## config.mk

```make
export PLATFORM = sky130hd
export DESIGN_NAME = lc3b_control_ext_flat
export DESIGN_NICKNAME = d
export VERILOG_FILES = /design/src/rtl/lc3b_control_ext_pkg.sv /design/src/rtl/lc3b_control_ext_if.sv /design/src/rtl/lc3b_control_ext_mem_watchdog.sv /design/src/rtl/lc3b_control_ext.sv /design/src/flat_wrapper.sv
export SDC_FILE = /design/constraint.sdc
export NUM_CORES = 1
export LEC_CHECK = 0
export CELL_PAD_IN_SITES_DETAIL_PLACEMENT = 1
export CELL_PAD_IN_SITES_GLOBAL_PLACEMENT = 2
export CORE_MARGIN = 2
export CORE_UTILIZATION = 41
export DETAILED_ROUTE_END_ITERATION = 16
export DONT_BUFFER_PORTS = 1
export GPL_ROUTABILITY_DRIVEN = 0
export PLACE_DENSITY_LB_ADDON = 0.1
export SYNTH_ARGS = -nofsm -noshare
export SYNTH_HDL_FRONTEND = slang
export SYNTH_HIERARCHICAL = 1
export SYNTH_SLANG_ARGS = --single-unit
```

## constraint.sdc

```tcl
create_clock -name clk -period 8.45 [get_ports clk]
set_clock_uncertainty 0.2 [all_clocks]
set_input_delay 1.69 -clock clk [delete_from_list [all_inputs] [get_ports clk]]
set_output_delay 1.69 -clock clk [all_outputs]
set_load 0.05 [all_outputs]
```

## src/rtl/lc3b_control_ext_pkg.sv

```systemverilog
// Shared types for the extended LC-3b multicycle control unit: opcodes, ALU ops,
// datapath mux selects and controller states.
package lc3b_control_ext_pkg;

  // 4'b1010/4'b1011 are reserved; LDI/STI live in the RTI/SHF slots.
  typedef enum logic [3:0] {
    op_br   = 4'h0, op_add  = 4'h1, op_ldb = 4'h2, op_stb  = 4'h3,
    op_jsr  = 4'h4, op_and  = 4'h5, op_ldr = 4'h6, op_str  = 4'h7,
    op_ldi  = 4'h8, op_not  = 4'h9, op_jmp = 4'hc, op_sti  = 4'hd,
    op_lea  = 4'he, op_trap = 4'hf
  } lc3b_opcode;

  typedef enum logic [2:0] {
    alu_add, alu_and, alu_not, alu_pass, alu_sll, alu_srl, alu_sra
  } lc3b_aluop;

  typedef enum logic [1:0] {
    pcmux_plus2, pcmux_br_add, pcmux_alu, pcmux_mdr
  } lc3b_pcmux_sel;

  typedef enum logic [1:0] {
    marmux_alu, marmux_pc, marmux_trapvect, marmux_mdr
  } lc3b_marmux_sel;

  typedef enum logic [1:0] {
    regmux_alu, regmux_mdr, regmux_pc, regmux_br_add
  } lc3b_regmux_sel;

  typedef enum logic [4:0] {
    fetch1, fetch2, fetch3, decode,
    s_add, s_and, s_not, br, br_taken, calc_addr,
    ldr1, ldr2, ldb1, ldb2, str1, str2, stb1, stb2, ind1, ind2,
    s_lea, s_jmp, jsr1, jsr2, trap1, trap2, trap3, trap4,
    fault, illegal_state
  } lc3b_state;

  // States that hold a memory request open until mem_resp.
  function automatic logic is_mem_state(lc3b_state s);
    return s inside {fetch2, ldr1, ldb1, str2, stb2, ind1, trap3};
  endfunction

endpackage

```

## src/rtl/lc3b_control_ext_if.sv

```systemverilog
// Control/status bundle between the LC-3b controller (master) and datapath/memory (slave).
interface lc3b_control_ext_if #(
  parameter int CNT_WIDTH = 32
);
  import lc3b_control_ext_pkg::*;

  logic [3:0]            opcode;
  logic                  ir11;
  logic                  branch_enable;
  logic                  mar_lsb;
  logic                  mem_resp;

  logic                  load_pc, load_ir, load_regfile, load_mar, load_mdr, load_cc;
  lc3b_pcmux_sel         pcmux_sel;
  lc3b_marmux_sel        marmux_sel;
  lc3b_regmux_sel        regfilemux_sel;
  logic                  destmux_sel, storemux_sel, alumux_sel, mdrmux_sel, ldbmux_sel;
  lc3b_aluop             aluop;
  logic                  mem_read, mem_write;
  logic [1:0]            mem_byte_enable;
  logic                  mem_error, illegal_op;
  logic [CNT_WIDTH-1:0]  instr_count;

  modport master (
    input  opcode, ir11, branch_enable, mar_lsb, mem_resp,
    output load_pc, load_ir, load_regfile, load_mar, load_mdr, load_cc,
           pcmux_sel, marmux_sel, regfilemux_sel,
           destmux_sel, storemux_sel, alumux_sel, mdrmux_sel, ldbmux_sel,
           aluop, mem_read, mem_write, mem_byte_enable,
           mem_error, illegal_op, instr_count
  );

  modport slave (
    output opcode, ir11, branch_enable, mar_lsb, mem_resp,
    input  load_pc, load_ir, load_regfile, load_mar, load_mdr, load_cc,
           pcmux_sel, marmux_sel, regfilemux_sel,
           destmux_sel, storemux_sel, alumux_sel, mdrmux_sel, ldbmux_sel,
           aluop, mem_read, mem_write, mem_byte_enable,
           mem_error, illegal_op, instr_count
  );

endinterface

```

## src/rtl/lc3b_control_ext_mem_watchdog.sv

```systemverilog
// Memory-wait watchdog: counts unanswered cycles of a memory state and pulses
// timeout on the cycle the count would reach MEM_TIMEOUT (0 disables it).
module lc3b_control_ext_mem_watchdog #(
  parameter int MEM_TIMEOUT = 255
) (
  input  logic clk,
  input  logic reset,
  input  logic start,
  input  logic waiting,
  input  logic mem_resp,
  output logic timeout
);

  localparam int CW = (MEM_TIMEOUT > 255) ? $clog2(MEM_TIMEOUT + 1) : 8;

  logic [CW-1:0] cnt_q, cnt_d;

  always_comb begin
    cnt_d = cnt_q;
    if (start)
      cnt_d = '0;
    else if (waiting && !mem_resp && (cnt_q != '1))
      cnt_d = cnt_q + CW'(1);
  end

  always_ff @(posedge clk or posedge reset) begin
    if (reset) cnt_q <= '0;
    else       cnt_q <= cnt_d;
  end

  // cnt_q holds earlier misses; a response this cycle always beats the timeout.
  assign timeout = (MEM_TIMEOUT != 0) && waiting && !mem_resp &&
                   (cnt_q == CW'(MEM_TIMEOUT - 1));

endmodule

```

## src/rtl/lc3b_control_ext.sv

```systemverilog
// Multicycle control FSM for the extended LC-3b datapath, with memory watchdog,
// optional LDI/STI support and a retired-instruction counter.
module lc3b_control_ext
  import lc3b_control_ext_pkg::*;
#(
  parameter int MEM_TIMEOUT     = 255,
  parameter int ENABLE_INDIRECT = 1,
  parameter int CNT_WIDTH       = 32
) (
  input  logic                clk,
  input  logic                reset,
  lc3b_control_ext_if.master  ctl
);

  localparam bit IND_EN = (ENABLE_INDIRECT != 0);

  lc3b_state            state_q, state_d;
  logic                 mem_error_q, mem_error_d;
  logic                 illegal_op_q, illegal_op_d;
  logic [CNT_WIDTH-1:0] instr_count_q, instr_count_d;
  logic                 wd_start, wd_waiting, wd_timeout;

  assign wd_waiting = is_mem_state(state_q);
  assign wd_start   = is_mem_state(state_d) && (state_d != state_q);

  lc3b_control_ext_mem_watchdog #(.MEM_TIMEOUT(MEM_TIMEOUT)) u_wdog (
    .clk      (clk),
    .reset    (reset),
    .start    (wd_start),
    .waiting  (wd_waiting),
    .mem_resp (ctl.mem_resp),
    .timeout  (wd_timeout)
  );

  always_comb begin
    state_d         = state_q;
    mem_error_d     = mem_error_q;
    illegal_op_d    = illegal_op_q;
    instr_count_d   = instr_count_q;

    ctl.load_pc         = 1'b0;
    ctl.load_ir         = 1'b0;
    ctl.load_regfile    = 1'b0;
    ctl.load_mar        = 1'b0;
    ctl.load_mdr        = 1'b0;
    ctl.load_cc         = 1'b0;
    ctl.pcmux_sel       = pcmux_plus2;
    ctl.marmux_sel      = marmux_alu;
    ctl.regfilemux_sel  = regmux_alu;
    ctl.destmux_sel     = 1'b0;
    ctl.storemux_sel    = 1'b0;
    ctl.alumux_sel      = 1'b0;
    ctl.mdrmux_sel      = 1'b0;
    ctl.ldbmux_sel      = 1'b0;
    ctl.aluop           = alu_add;
    ctl.mem_read        = 1'b0;
    ctl.mem_write       = 1'b0;
    ctl.mem_byte_enable = 2'b11;

    case (state_q)
      fetch1: begin
        ctl.load_mar   = 1'b1;
        ctl.marmux_sel = marmux_pc;
        ctl.load_pc    = 1'b1;
        state_d        = fetch2;
      end
      fetch2: begin
        ctl.mem_read   = 1'b1;
        ctl.mdrmux_sel = 1'b1;
        ctl.load_mdr   = 1'b1;
        if (ctl.mem_resp) state_d = fetch3;
      end
      fetch3: begin
        ctl.load_ir = 1'b1;
        state_d     = decode;
      end
      decode: begin
        case (ctl.opcode)
          op_add:  state_d = s_add;
          op_and:  state_d = s_and;
          op_not:  state_d = s_not;
          op_br:   state_d = br;
          op_ldr, op_ldb, op_str, op_stb: state_d = calc_addr;
          op_ldi, op_sti: begin
            if (IND_EN) state_d = calc_addr;
            else begin
              state_d      = illegal_state;
              illegal_op_d = 1'b1;
            end
          end
          op_lea:  state_d = s_lea;
          op_jmp:  state_d = s_jmp;
          op_jsr:  state_d = jsr1;
          op_trap: state_d = trap1;
          default: begin
            state_d      = illegal_state;
            illegal_op_d = 1'b1;
          end
        endcase
      end
      s_add, s_and, s_not: begin
        ctl.aluop        = (state_q == s_add) ? alu_add :
                           (state_q == s_and) ? alu_and : alu_not;
        ctl.load_regfile = 1'b1;
        ctl.load_cc      = 1'b1;
        state_d          = fetch1;
      end
      br:       state_d = ctl.branch_enable ? br_taken : fetch1;
      br_taken: begin
        ctl.load_pc   = 1'b1;
        ctl.pcmux_sel = pcmux_br_add;
        state_d       = fetch1;
      end
      calc_addr: begin
        ctl.alumux_sel = 1'b1;
        ctl.load_mar   = 1'b1;
        case (ctl.opcode)
          op_ldr:  state_d = ldr1;
          op_ldb:  state_d = ldb1;
          op_str:  state_d = str1;
          op_stb:  state_d = stb1;
          default: state_d = ind1;
        endcase
      end
      ldr1, ldb1, ind1, trap3: begin
        ctl.mem_read   = 1'b1;
        ctl.mdrmux_sel = 1'b1;
        ctl.load_mdr   = 1'b1;
        if (ctl.mem_resp)
          state_d = (state_q == ldr1) ? ldr2 :
                    (state_q == ldb1) ? ldb2 :
                    (state_q == ind1) ? ind2 : trap4;
      end
      ldr2, ldb2: begin
        ctl.regfilemux_sel = regmux_mdr;
        ctl.ldbmux_sel     = (state_q == ldb2);
        ctl.load_regfile   = 1'b1;
        ctl.load_cc        = 1'b1;
        state_d            = fetch1;
      end
      // The datapath copies the low source byte into both MDR lanes for STB.
      str1, stb1: begin
        ctl.storemux_sel = 1'b1;
        ctl.aluop        = alu_pass;
        ctl.load_mdr     = 1'b1;
        state_d          = (state_q == str1) ? str2 : stb2;
      end
      str2, stb2: begin
        ctl.mem_write = 1'b1;
        if (state_q == stb2) ctl.mem_byte_enable = ctl.mar_lsb ? 2'b10 : 2'b01;
        if (ctl.mem_resp) state_d = fetch1;
      end
      ind2: begin
        ctl.load_mar   = 1'b1;
        ctl.marmux_sel = marmux_mdr;
        state_d        = (ctl.opcode == op_ldi) ? ldr1 : str1;
      end
      s_lea: begin
        ctl.regfilemux_sel = regmux_br_add;
        ctl.load_regfile   = 1'b1;
        ctl.load_cc        = 1'b1;
        state_d            = fetch1;
      end
      s_jmp: begin
        ctl.aluop     = alu_pass;
        ctl.load_pc   = 1'b1;
        ctl.pcmux_sel = pcmux_alu;
        state_d       = fetch1;
      end
      jsr1, trap1: begin
        ctl.destmux_sel    = 1'b1;
        ctl.regfilemux_sel = regmux_pc;
        ctl.load_regfile   = 1'b1;
        state_d            = (state_q == jsr1) ? jsr2 : trap2;
      end
      // BaseR is read after the R7 write, so JSRR R7 jumps to the new R7.
      jsr2: begin
        ctl.aluop     = alu_pass;
        ctl.load_pc   = 1'b1;
        ctl.pcmux_sel = ctl.ir11 ? pcmux_br_add : pcmux_alu;
        state_d       = fetch1;
      end
      trap2: begin
        ctl.load_mar   = 1'b1;
        ctl.marmux_sel = marmux_trapvect;
        state_d        = trap3;
      end
      trap4: begin
        ctl.load_pc   = 1'b1;
        ctl.pcmux_sel = pcmux_mdr;
        state_d       = fetch1;
      end
      default: ;
    endcase

    if (wd_timeout) begin
      state_d     = fault;
      mem_error_d = 1'b1;
    end

    if ((state_d == fetch1) && (state_q != fetch1))
      instr_count_d = instr_count_q + CNT_WIDTH'(1);
  end

  always_ff @(posedge clk or posedge reset) begin
    if (reset) begin
      state_q       <= fetch1;
      mem_error_q   <= 1'b0;
      illegal_op_q  <= 1'b0;
      instr_count_q <= '0;
    end else begin
      state_q       <= state_d;
      mem_error_q   <= mem_error_d;
      illegal_op_q  <= illegal_op_d;
      instr_count_q <= instr_count_d;
    end
  end

  assign ctl.mem_error   = mem_error_q;
  assign ctl.illegal_op  = illegal_op_q;
  assign ctl.instr_count = instr_count_q;

endmodule

```

## src/flat_wrapper.sv

```systemverilog
// flat-port wrapper written by rule: the top's interface ports become plain ports
module lc3b_control_ext_flat import lc3b_control_ext_pkg::*;
#(
  parameter int MEM_TIMEOUT     = 255,
  parameter int ENABLE_INDIRECT = 1,
  parameter int CNT_WIDTH       = 32
)
  (clk, reset, ctl_opcode, ctl_ir11, ctl_branch_enable, ctl_mar_lsb, ctl_mem_resp, ctl_load_pc, ctl_load_ir, ctl_load_regfile, ctl_load_mar, ctl_load_mdr, ctl_load_cc, ctl_pcmux_sel, ctl_marmux_sel, ctl_regfilemux_sel, ctl_destmux_sel, ctl_storemux_sel, ctl_alumux_sel, ctl_mdrmux_sel, ctl_ldbmux_sel, ctl_aluop, ctl_mem_read, ctl_mem_write, ctl_mem_byte_enable, ctl_mem_error, ctl_illegal_op, ctl_instr_count);
  lc3b_control_ext_if #(.CNT_WIDTH(CNT_WIDTH)) ctl_i ();
  input  logic clk;
  input  logic reset;
  input wire logic [$bits(ctl_i.opcode)-1:0] ctl_opcode;
  input wire logic [$bits(ctl_i.ir11)-1:0] ctl_ir11;
  input wire logic [$bits(ctl_i.branch_enable)-1:0] ctl_branch_enable;
  input wire logic [$bits(ctl_i.mar_lsb)-1:0] ctl_mar_lsb;
  input wire logic [$bits(ctl_i.mem_resp)-1:0] ctl_mem_resp;
  output wire logic [$bits(ctl_i.load_pc)-1:0] ctl_load_pc;
  output wire logic [$bits(ctl_i.load_ir)-1:0] ctl_load_ir;
  output wire logic [$bits(ctl_i.load_regfile)-1:0] ctl_load_regfile;
  output wire logic [$bits(ctl_i.load_mar)-1:0] ctl_load_mar;
  output wire logic [$bits(ctl_i.load_mdr)-1:0] ctl_load_mdr;
  output wire logic [$bits(ctl_i.load_cc)-1:0] ctl_load_cc;
  output wire logic [$bits(ctl_i.pcmux_sel)-1:0] ctl_pcmux_sel;
  output wire logic [$bits(ctl_i.marmux_sel)-1:0] ctl_marmux_sel;
  output wire logic [$bits(ctl_i.regfilemux_sel)-1:0] ctl_regfilemux_sel;
  output wire logic [$bits(ctl_i.destmux_sel)-1:0] ctl_destmux_sel;
  output wire logic [$bits(ctl_i.storemux_sel)-1:0] ctl_storemux_sel;
  output wire logic [$bits(ctl_i.alumux_sel)-1:0] ctl_alumux_sel;
  output wire logic [$bits(ctl_i.mdrmux_sel)-1:0] ctl_mdrmux_sel;
  output wire logic [$bits(ctl_i.ldbmux_sel)-1:0] ctl_ldbmux_sel;
  output wire logic [$bits(ctl_i.aluop)-1:0] ctl_aluop;
  output wire logic [$bits(ctl_i.mem_read)-1:0] ctl_mem_read;
  output wire logic [$bits(ctl_i.mem_write)-1:0] ctl_mem_write;
  output wire logic [$bits(ctl_i.mem_byte_enable)-1:0] ctl_mem_byte_enable;
  output wire logic [$bits(ctl_i.mem_error)-1:0] ctl_mem_error;
  output wire logic [$bits(ctl_i.illegal_op)-1:0] ctl_illegal_op;
  output wire logic [$bits(ctl_i.instr_count)-1:0] ctl_instr_count;
  assign ctl_i.opcode = ctl_opcode;
  assign ctl_i.ir11 = ctl_ir11;
  assign ctl_i.branch_enable = ctl_branch_enable;
  assign ctl_i.mar_lsb = ctl_mar_lsb;
  assign ctl_i.mem_resp = ctl_mem_resp;
  assign ctl_load_pc = ctl_i.load_pc;
  assign ctl_load_ir = ctl_i.load_ir;
  assign ctl_load_regfile = ctl_i.load_regfile;
  assign ctl_load_mar = ctl_i.load_mar;
  assign ctl_load_mdr = ctl_i.load_mdr;
  assign ctl_load_cc = ctl_i.load_cc;
  assign ctl_pcmux_sel = ctl_i.pcmux_sel;
  assign ctl_marmux_sel = ctl_i.marmux_sel;
  assign ctl_regfilemux_sel = ctl_i.regfilemux_sel;
  assign ctl_destmux_sel = ctl_i.destmux_sel;
  assign ctl_storemux_sel = ctl_i.storemux_sel;
  assign ctl_alumux_sel = ctl_i.alumux_sel;
  assign ctl_mdrmux_sel = ctl_i.mdrmux_sel;
  assign ctl_ldbmux_sel = ctl_i.ldbmux_sel;
  assign ctl_aluop = ctl_i.aluop;
  assign ctl_mem_read = ctl_i.mem_read;
  assign ctl_mem_write = ctl_i.mem_write;
  assign ctl_mem_byte_enable = ctl_i.mem_byte_enable;
  assign ctl_mem_error = ctl_i.mem_error;
  assign ctl_illegal_op = ctl_i.illegal_op;
  assign ctl_instr_count = ctl_i.instr_count;
  lc3b_control_ext #(.MEM_TIMEOUT(MEM_TIMEOUT), .ENABLE_INDIRECT(ENABLE_INDIRECT), .CNT_WIDTH(CNT_WIDTH)) u_core (.clk(clk), .reset(reset), .ctl(ctl_i));
endmodule
```

Word-level counts from Yosys, hierarchy flattened
Cells that the tools add are included.

operators by class
  add/subtract/negate cells = 2
  mux-type cells = 38
  bitwise gates (word level) = 1
  reductions and logical operators = 30
  eq/ne operators = 50

operators by type and width
  operator                                                                count
  5-bit equality test (second input constant)                             15
  5-bit one-hot mux with 13 select lines                                  1
  5-bit by 4-bit equality test with 1-bit output (second input constant)  11
  5-bit one-hot mux with 9 select lines                                   1
  5-bit two-way mux                                                       7
  32-bit by 1-bit adder with 32-bit output (second input constant)        1
  4-bit equality test (second input constant)                             6
  5-bit by 3-bit equality test with 1-bit output (second input constant)  4
  5-bit one-hot mux with 4 select lines                                   1
  4-bit by 3-bit equality test with 1-bit output (second input constant)  4
  8-bit two-way mux                                                       2
  7-bit nonzero test                                                      2
  14-bit OR reduction                                                     1
  1-bit two-way mux                                                       12
  4-bit two-way mux                                                       3
  2-bit one-hot mux with 3 select lines                                   2
  4-bit OR reduction                                                      3
  6-bit OR reduction                                                      2
  5-bit by 1-bit equality test with 1-bit output (second input constant)  2
  5-bit by 2-bit equality test with 1-bit output (second input constant)  2
  5-bit zero test                                                         2
  2-bit two-way mux                                                       5
  10-bit OR reduction                                                     1
  5-bit OR reduction                                                      2
  20 further kinds                                                        29

storage, ports and cells
  input port bits = 10
  register bits = 47
  output and inout bits = 58

Longest topological paths before layout
Gate-level depths: netlist (run 1).

  depth in word-level cells = 11
  gate-level depth with buffers = 20
  gate-level depth less buffers = 15

Cells and area by module
Netlist (run 1), hierarchy kept.

modules (own cells, without submodules)
  module                         cells each  area each (µm²)  times used  seq. area each (µm²)
  lc3b_control_ext               337         2865.2           1           975.9
  lc3b_control_ext_mem_watchdog  52          510.5            1           200.2

Worst setup path before layout (run 1)
OpenSTA, ideal clock, no wires.

  kind = register to output
  start point = reg u_core.state_q[1]
  end point = out ctl_load_mdr
  arrival time = 2742 ps
  path buffers = 3
  stages on the path, launching flop included = 7
  setup slack = 3818 ps
  path through = dfrtp_1 -> buf_2 -> buf_2 -> buf_1 -> nand2b_1 -> o21ai_0 -> or2_2

between the ends
  longest elaborated chain between the ends = 3
  elaborated cells between the ends (all ways) = 9
  those cells by class = eq/ne: 7; mux: 1; reduce/logical: 1

RTL lines
  item                                         line                     source
  from (decl)                                  lc3b_control_ext.sv:17   lc3b_state state_q, state_d;
  from (signal assigned)                       lc3b_control_ext.sv:207  state_q <= fetch1;
  from (signal assigned)                       lc3b_control_ext.sv:212  state_q <= state_d;
  5-bit equality test (tied with other cells)  lc3b_control_ext.sv:60   case (state_q)
  7-bit OR reduction (no line) (*)             n/a
  1-bit two-way mux (*)                        lc3b_control_ext.sv:60
  to (decl)                                    flat_wrapper.sv:21       output wire logic [$bits(ctl_i.load_mdr)-1:0] ctl_load_mdr;

Mark *: on every way between the ends. The rest lies on a longest branch, timed or not.

Worst setup path in the final report (run 1)
  start point = reg u_core.state_q[3]
  end point = reg u_core.instr_count_q[20] (netlist: u_core/ctl.instr_count[20])

between the ends
  elaborated cells between the ends (all ways) = 49
  those cells by class = eq/ne: 27; mux: 10; reduce/logical: 12

RTL lines
  item                                                                    line                                 source
  5-bit by 1-bit equality test with 1-bit output (tied with other cells)  lc3b_control_ext_pkg.sv:39           return s inside {fetch2, ldr1, ldb1, str2, stb2, ind1, trap3};
  7-bit nonzero test (*)                                                  lc3b_control_ext_pkg.sv:39
  net u_core.wd_waiting                                                   lc3b_control_ext.sv:21               logic wd_start, wd_waiting, wd_timeout;
  1-bit logical AND (*) (2 in series)                                     lc3b_control_ext_mem_watchdog.sv:32  assign timeout = (MEM_TIMEOUT != 0) && waiting && !mem_resp &&
  net u_core.wd_timeout                                                   lc3b_control_ext.sv:21
  5-bit two-way mux (*)                                                   lc3b_control_ext.sv:196              if (wd_timeout) begin
  net u_core.state_d[0]                                                   lc3b_control_ext.sv:17
  5-bit zero test (*)                                                     lc3b_control_ext.sv:201              if ((state_d == fetch1) && (state_q != fetch1))
  1-bit logical AND (*)                                                   lc3b_control_ext.sv:201
  to (signal assigned)                                                    lc3b_control_ext.sv:215              instr_count_q <= instr_count_d;
  to (decl)                                                               lc3b_control_ext.sv:20               logic [CNT_WIDTH-1:0] instr_count_q, instr_count_d;

The timed path passes the listed nets; every way through them passes the cells marked *.
A chain may end at the register's enable or synchronous reset.

==> results of run 1 <==
==> routing by layer <==
layer / up-vias / share of wire (%) / track usage [%]
li1: 1356 / - / -
met1: 1456 / 47 / 28.40
met2: 68 / 47 / 32.03
met3: 6 / 5.0 / 4.070
met4: 0 / 0.91 / 4.469
met5: - / 0 / 0
==> worst min path at each step <==
stage | slack (ns) | from | cells after the start | to
floorplan | 0.28 | u_core/u_wdog/cnt_q[2] | 1 | u_core/u_wdog/cnt_q[2]
global placement | 0.33 | u_core/u_wdog/cnt_q[2] | 1 | u_core/u_wdog/cnt_q[2]
detailed placement | 0.33 | u_core/u_wdog/cnt_q[2] | 1 | u_core/u_wdog/cnt_q[2]
CTS | 0.34 | u_core/u_wdog/cnt_q[2] | 1 | u_core/u_wdog/cnt_q[2]
global route | 0.38 | u_core/u_wdog/cnt_q[2] | 1 | u_core/u_wdog/cnt_q[2]
finish | 0.35 | u_core/u_wdog/cnt_q[2] | 1 | u_core/u_wdog/cnt_q[2]
==> layout by cell type, fill, tap and decap left out, types with 3 or more instances in the layout <==
master / instances
a31oi_1: 5
mux2_2: 3
o22ai_1: 4
nor2_1: 39
a211oi_1: 6
buf_4: 5
ha_1: 3
and3_1: 6
a21oi_1: 24
nor3_1: 8
nor4b_1: 3
xor2_1: 11
and4_1: 8
nand2_1: 40
clkbuf_8: 5
or3_1: 4
nor2b_1: 8
dfrtp_1: 47
xnor2_1: 23
inv_1: 12
nand3_1: 15
or2_2: 3
nand4_1: 9
nand2b_1: 11
and2_1: 4
o21ai_0: 6
==> flip-flops by register name (all words and copies together), names as in the netlist <==
signal                  flops
u_core/ctl.mem_error        1
u_core/state_q              5
u_core/ctl.instr_count     32
u_core/u_wdog/cnt_q         8
u_core/ctl.illegal_op       1
==> final cells by class <==
class                      instances  area (um^2)  area share (%)
inverter                          13        48.80           1.405
clock buffer                       5        68.82           1.981
clock inverter                     3        46.29           1.333
tap                              105        131.4           3.782
timing repair buffer               5        37.54           1.081
multi-input combinational        302         1964           56.56
sequential                        47         1176           33.86
==> cell families after synthesis <==
family / count (synthesis) / share of synthesized area [%]
AND/OR/NAND/NOR: 182 / 30.17
AO/OA/AOI/OAI: 77 / 16.23
flip-flops: 47 / 34.84
buffers and inverters: 40 / 7.079
XOR/XNOR: 34 / 8.821
multiplexers: 5 / 1.631
adder cells (fa/ha/maj): 3 / 1.112
other: 1 / 0.1111
==> metrics by stage <==
stage | power (mW) | util (%) | instance area [um^2] | hold slack [ns]
after CTS | 1.257 | 42.92 | 3473 | 0.3419
after floorplan | 0.9896 | - | 3376 | 0.2831
after detailed placement | 1.084 | 41.50 | 3358 | 0.3325
after global placement | 1.080 | 41.50 | 3358 | 0.3279
final | 1.247 | 42.92 | 3473 | 0.3468
after global routing | 1.339 | 42.92 | 3473 | 0.3797
==> worst register-to-register path, stage by stage, from the launching register on <==
cell      delay (ns)
dfrtp_1         0.97
nand2_1         0.30
o32ai_1         0.31
nand2_1         0.13
nand2_1         0.15
nor2b_1         0.24
and4_1          0.46
nor2_1          0.10
a32oi_1         0.28
o31ai_1         0.23
nand2b_1        0.21
or4_4           0.55
nor2_1          0.60
nand4_1         0.22
xnor2_1         0.19
==> power groups by stage <==
stage,clock network [mW],logic [mW],registers [mW]
6_report,0.170,0.743,0.334
5_1_grt,0.188,0.812,0.339
4_1_cts,0.176,0.747,0.334
3_5_place_dp,0,0.745,0.339
3_3_place_gp,0,0.742,0.338
2_1_floorplan,0,0.661,0.328
==> flow_metrics.tcl, run 1 <==
set metrics [dict create \
    status "finished, final reports clean" \
    grt_max_degree 40 \
    reg2reg_depth 14 \
    fin_crit_sh_pct 61.99 \
    initial_core_util_pct 41.71 \
    worstReg2RegEnd "u_core/ctl.instr_count[20]" \
    post_cts_resized 0 \
    path_buf_inv 0 \
    synth_top_flop_cell "dfrtp_1" \
    yosysMostFrequentCell "dfrtp_1" \
    port_buffers 0 \
    drtAntennaViolNets 0 \
    r2r_slack_ns 3.21 \
    via_per_inst 6.013 \
    min_path_type "register to register" \
    dp.cells 472 \
    cts_htree_levels 2 \
    slew_viol_final 0 \
    synth_edf_count 0 \
    critPathCapture "u_core/ctl.instr_count[20]" \
    post-cts-setup-buffer-count 0 \
    cts_hold_repair.buffers 0 \
    netlist_area_mm2 0.003376 \
    post-route-drc-count 0 \
    synth_top_area_share_pct 34.84 \
    crit_required_ns 8.42 \
    p_sw_mw 0.6915 \
    r2r_start "u_core/state_q[3]" \
    worstSetupEndpointType "register" \
    timing_hold_violations_final 0 \
    cp.arrival_ns 5.21 \
    critical_path_peak_fanout 33 \
    swShare_pct 55.45 \
    seqPwrFrac_pct 26.8 \
    critPathKind "register to register" \
    root_buffer "clkbuf_8" \
    clock_sinks 47 \
    die-area_mm2 0.008976 \
    cp_slowest_cell "dfrtp_1" \
    die_w_um 94.74 \
    setup_tns_ns 0 \
    rsz0062_at_grt "no" \
    slowest_delay_ns 0.97 \
    drt_iter0_drc 119 \
    stdcell_count 480 \
    slew_headroom_pct 25.82 \
    setup_viol 0 \
    power.internal_mw 0.5556 \
    cp.depth 14 \
    wl_per_cell_um 18.25 \
    antenna_found_initial 0 \
    max_cap_viol_count 0 \
    pwr-share-comb_pct 59.6 \
    crit_top_cell "nand2_1" \
    p_leak_nw 1.468 \
    die_y_um 94.74 \
    worst_pin_slew_ns 1.113 \
    period_minus_slack_ns 5.239 \
    yosys.area.top_type "dfrtp_1" \
    clk_pin_slew_worst_paths_ns 0.10 \
    rows 33 \
    max_freq_mhz 190.9 \
    core_region_area_mm2 0.008093 \
    synth_seq_cells 47 \
    antennaDiodeCount 0 \
    powerDensity_mw_per_mm2 359.0 \
    irDropWorstVdd_mv 0.1625 \
    nets 387 \
    grt_pass1_vias 2873 \
    pwr-share-clk_pct 13.6 \
    async_reset_ff_share_pct 100.0 \
    routed_wl_um 8759 \
    ys_warn_count 6 \
    cpLargestDelayFamily "simple AND/OR/NAND/NOR gates" \
    postSynthCellCount 389 \
    grt_pass1_wl_um 14500 \
    yosysSeqAreaShare_pct 34.84 \
    place_hpwl_um 6458 \
    cts_tree "yes" \
    grt-ovfl-total 0 \
    synth_nets 402 \
    post-route-worst-setup-slack_ns 3.211 \
    boundaryPins 68 \
    crit_start "u_core/state_q[3]" \
    synth_top_cells_by_count "dfrtp_1, nand2_1, nor2_1" \
    cts_buffer_depth 2 \
    area.growth.synth_to_final_pct 2.891 \
    first_pass_iters 5 \
    clock_latency_ns 0.30 \
    syn_area_per_cell_um2 8.678 \
    numCtsBuffers 5 \
    drive_above_1_share_pct 9.867 \
    cp-start-kind "register" \
    crit_chain "nand2_1 > o32ai_1 > nand2_1 > nand2_1 > nor2b_1 > and4_1 > nor2_1 > a32oi_1 > o31ai_1 > nand2b_1 > or4_4 > nor2_1 > nand4_1 > xnor2_1" \
    synthDistinctLibCells 74 \
    synth.area.top_cells "dfrtp_1, xnor2_1, nand2_1, nor2_1, a21oi_1" \
    layout.filler_cells 968 \
    track_usage_pct 20.18 \
    place_ws_ns 3.301 \
    vias 2886 \
]
Note: power is estimated with default switching activity, not from simulation.
==> inputs of run 2 (changes only) <==
CORE_UTILIZATION = 34   (was 41)
clock period = 4.6 ns   (was 8.45 ns; I/O delays follow)
==> flow_metrics.tcl, run 2 (same netlist as run 1, synthesis figures left out) <==
set metrics [dict create \
    die-area_mm2 0.01074 \
    port_buffers 0 \
    rows 36 \
    area.growth.synth_to_final_pct 8.377 \
    r2r_start "u_core/state_q[4]" \
    clock_sinks 47 \
    fin_crit_sh_pct 89.34 \
    cts_hold_repair.buffers 0 \
    worst_pin_slew_ns 1.052 \
    powerDensity_mw_per_mm2 660.5 \
    initial_core_util_pct 34.86 \
    boundaryPins 68 \
    irDropWorstVdd_mv 0.2639 \
    status "finished, final reports clean" \
    nets 407 \
    p_leak_nw 1.573 \
    stdcell_area_mm2 0.003659 \
    antennaDiodeCount 0 \
    r2r_slack_ns 0.49 \
    first_pass_iters 4 \
    place_hpwl_um 7326 \
    post-route-drc-count 0 \
    worstSetupEndpointType "register" \
    critPathKind "register to register" \
    drive_above_1_share_pct 14.43 \
    worstReg2RegEnd "u_core/ctl.instr_count[23]" \
    track_usage_pct 18.19 \
    cp.arrival_ns 4.07 \
    max_cap_viol_count 0 \
    antenna_found_initial 0 \
    via_per_inst 5.563 \
    crit_start "u_core/state_q[4]" \
    slew_viol_final 0 \
    layout.filler_cells 1175 \
    drt_iter0_drc 98 \
    post-cts-setup-buffer-count 0 \
    period_minus_slack_ns 4.109 \
    critical_path_peak_fanout 14 \
    place_area_mm2 0.003543 \
    clk_pin_slew_worst_paths_ns 0.10 \
    critPathCapture "u_core/ctl.instr_count[23]" \
    setup_tns_ns 0 \
    core_region_area_mm2 0.009684 \
    cts_htree_levels 2 \
    min_path_type "input pin to async pin" \
    grt_pass1_wl_um 16210 \
    routed_wl_um 9668 \
    cp-start-kind "register" \
    grt_max_degree 28 \
    root_buffer "clkbuf_8" \
    cts_tree "yes" \
    crit_required_ns 4.56 \
    wl_per_cell_um 18.31 \
    cts_buffer_depth 2 \
    clock_latency_ns 0.30 \
    timing_hold_violations_final 0 \
    slew_headroom_pct 29.79 \
    vias 2937 \
    layout_commonest_cell "dfrtp_1" \
    setup_viol 0 \
    reg2reg_depth 15 \
    numCtsBuffers 5 \
    die_w_um 103.6 \
    grt_pass1_vias 3051 \
    die_y_um 103.6 \
    layout_common_cells "dfrtp_1, nand2_1, nor2_1, buf_4, a21oi_1" \
    rsz0062_at_grt "no" \
    drtAntennaViolNets 0 \
    post_cts_resized 0 \
    max_freq_mhz 243.3 \
    largest_reg_flops 32 \
    grt-ovfl-total 0 \
]
## run 2: cell types whose count changed in the layout (fill, tap and decap cells not counted), sizes merged
cell / delta
buf: +20
## run 2: stage by stage
stage               cells  util (%)  hold slack (ns)  power, mW  setup slack (ns)
floorplan             389         -           0.2831      1.818            0.4132
global placement      520     36.59           0.3249      2.106            0.5454
detailed placement    520     36.59           0.3220      2.109            0.4886
CTS                   528     37.78           0.2568      2.439            0.4547
global route          528     37.78           0.2609      2.594            0.1407
finish                528     37.78           0.2524      2.416            0.4905
## run 2: layout make-up
cell class	instances	area [um^2]	share of cell area (%)
clock buffer	5	68.82	1.881
clock inverter	3	46.29	1.265
tap	133	166.4	4.549
timing repair buffer	25	187.7	5.130
multi-input combinational	302	1964	53.69
inverter	13	48.80	1.334
sequential	47	1176	32.15
## run 2: worst max-delay path, stage by stage, from the launching register on
cell     delay (ns)
dfrtp_1        0.41
buf_4          0.19
nor2_1         0.19
o32ai_1        0.12
nand2_1        0.11
nand2_1        0.12
nor2b_1        0.19
and4_1         0.23
buf_4          0.18
a41o_1         0.23
nor4b_4        0.44
nand4_1        0.14
or4_4          0.49
nor2_2         0.36
nand4_1        0.17
xnor2_1        0.17
## run 2: per-layer routing
| layer | up-vias | global-route usage (%) | wire (um) |
|---|---|---|---|
| met1 | 1467 | 24.59 | 4561 |
| met4 | 0 | 4.923 | 153 |
| li1 | 1403 | - | - |
| met3 | 11 | 3.650 | 374 |
| met5 | - | 0 | 0 |
| met2 | 56 | 29.71 | 4579 |
## run 2: how the worst min path moves through the flow
| stage | to | slack, ns | cells past startpoint |
|---|---|---|---|
| after floorplan | u_core/u_wdog/cnt_q[2] | 0.28 | 1 |
| after global placement | u_core/u_wdog/cnt_q[2] | 0.32 | 1 |
| after detailed placement | u_core/u_wdog/cnt_q[2] | 0.32 | 1 |
| after CTS | u_core/u_wdog/cnt_q[3] | 0.26 | 1 |
| after global routing | u_core/u_wdog/cnt_q[3] | 0.26 | 1 |
| final | u_core/u_wdog/cnt_q[3] | 0.25 | 1 |
## run 2: power by group
| group | total [mW] | leakage, nW | internal [mW] | switching (mW) |
|---|---|---|---|---|
| registers | 0.627 | 0.635 | 0.463 | 0.164 |
| clock network | 0.319 | 0.0548 | 0.164 | 0.155 |
| logic | 1.47 | 0.883 | 0.475 | 0.996 |
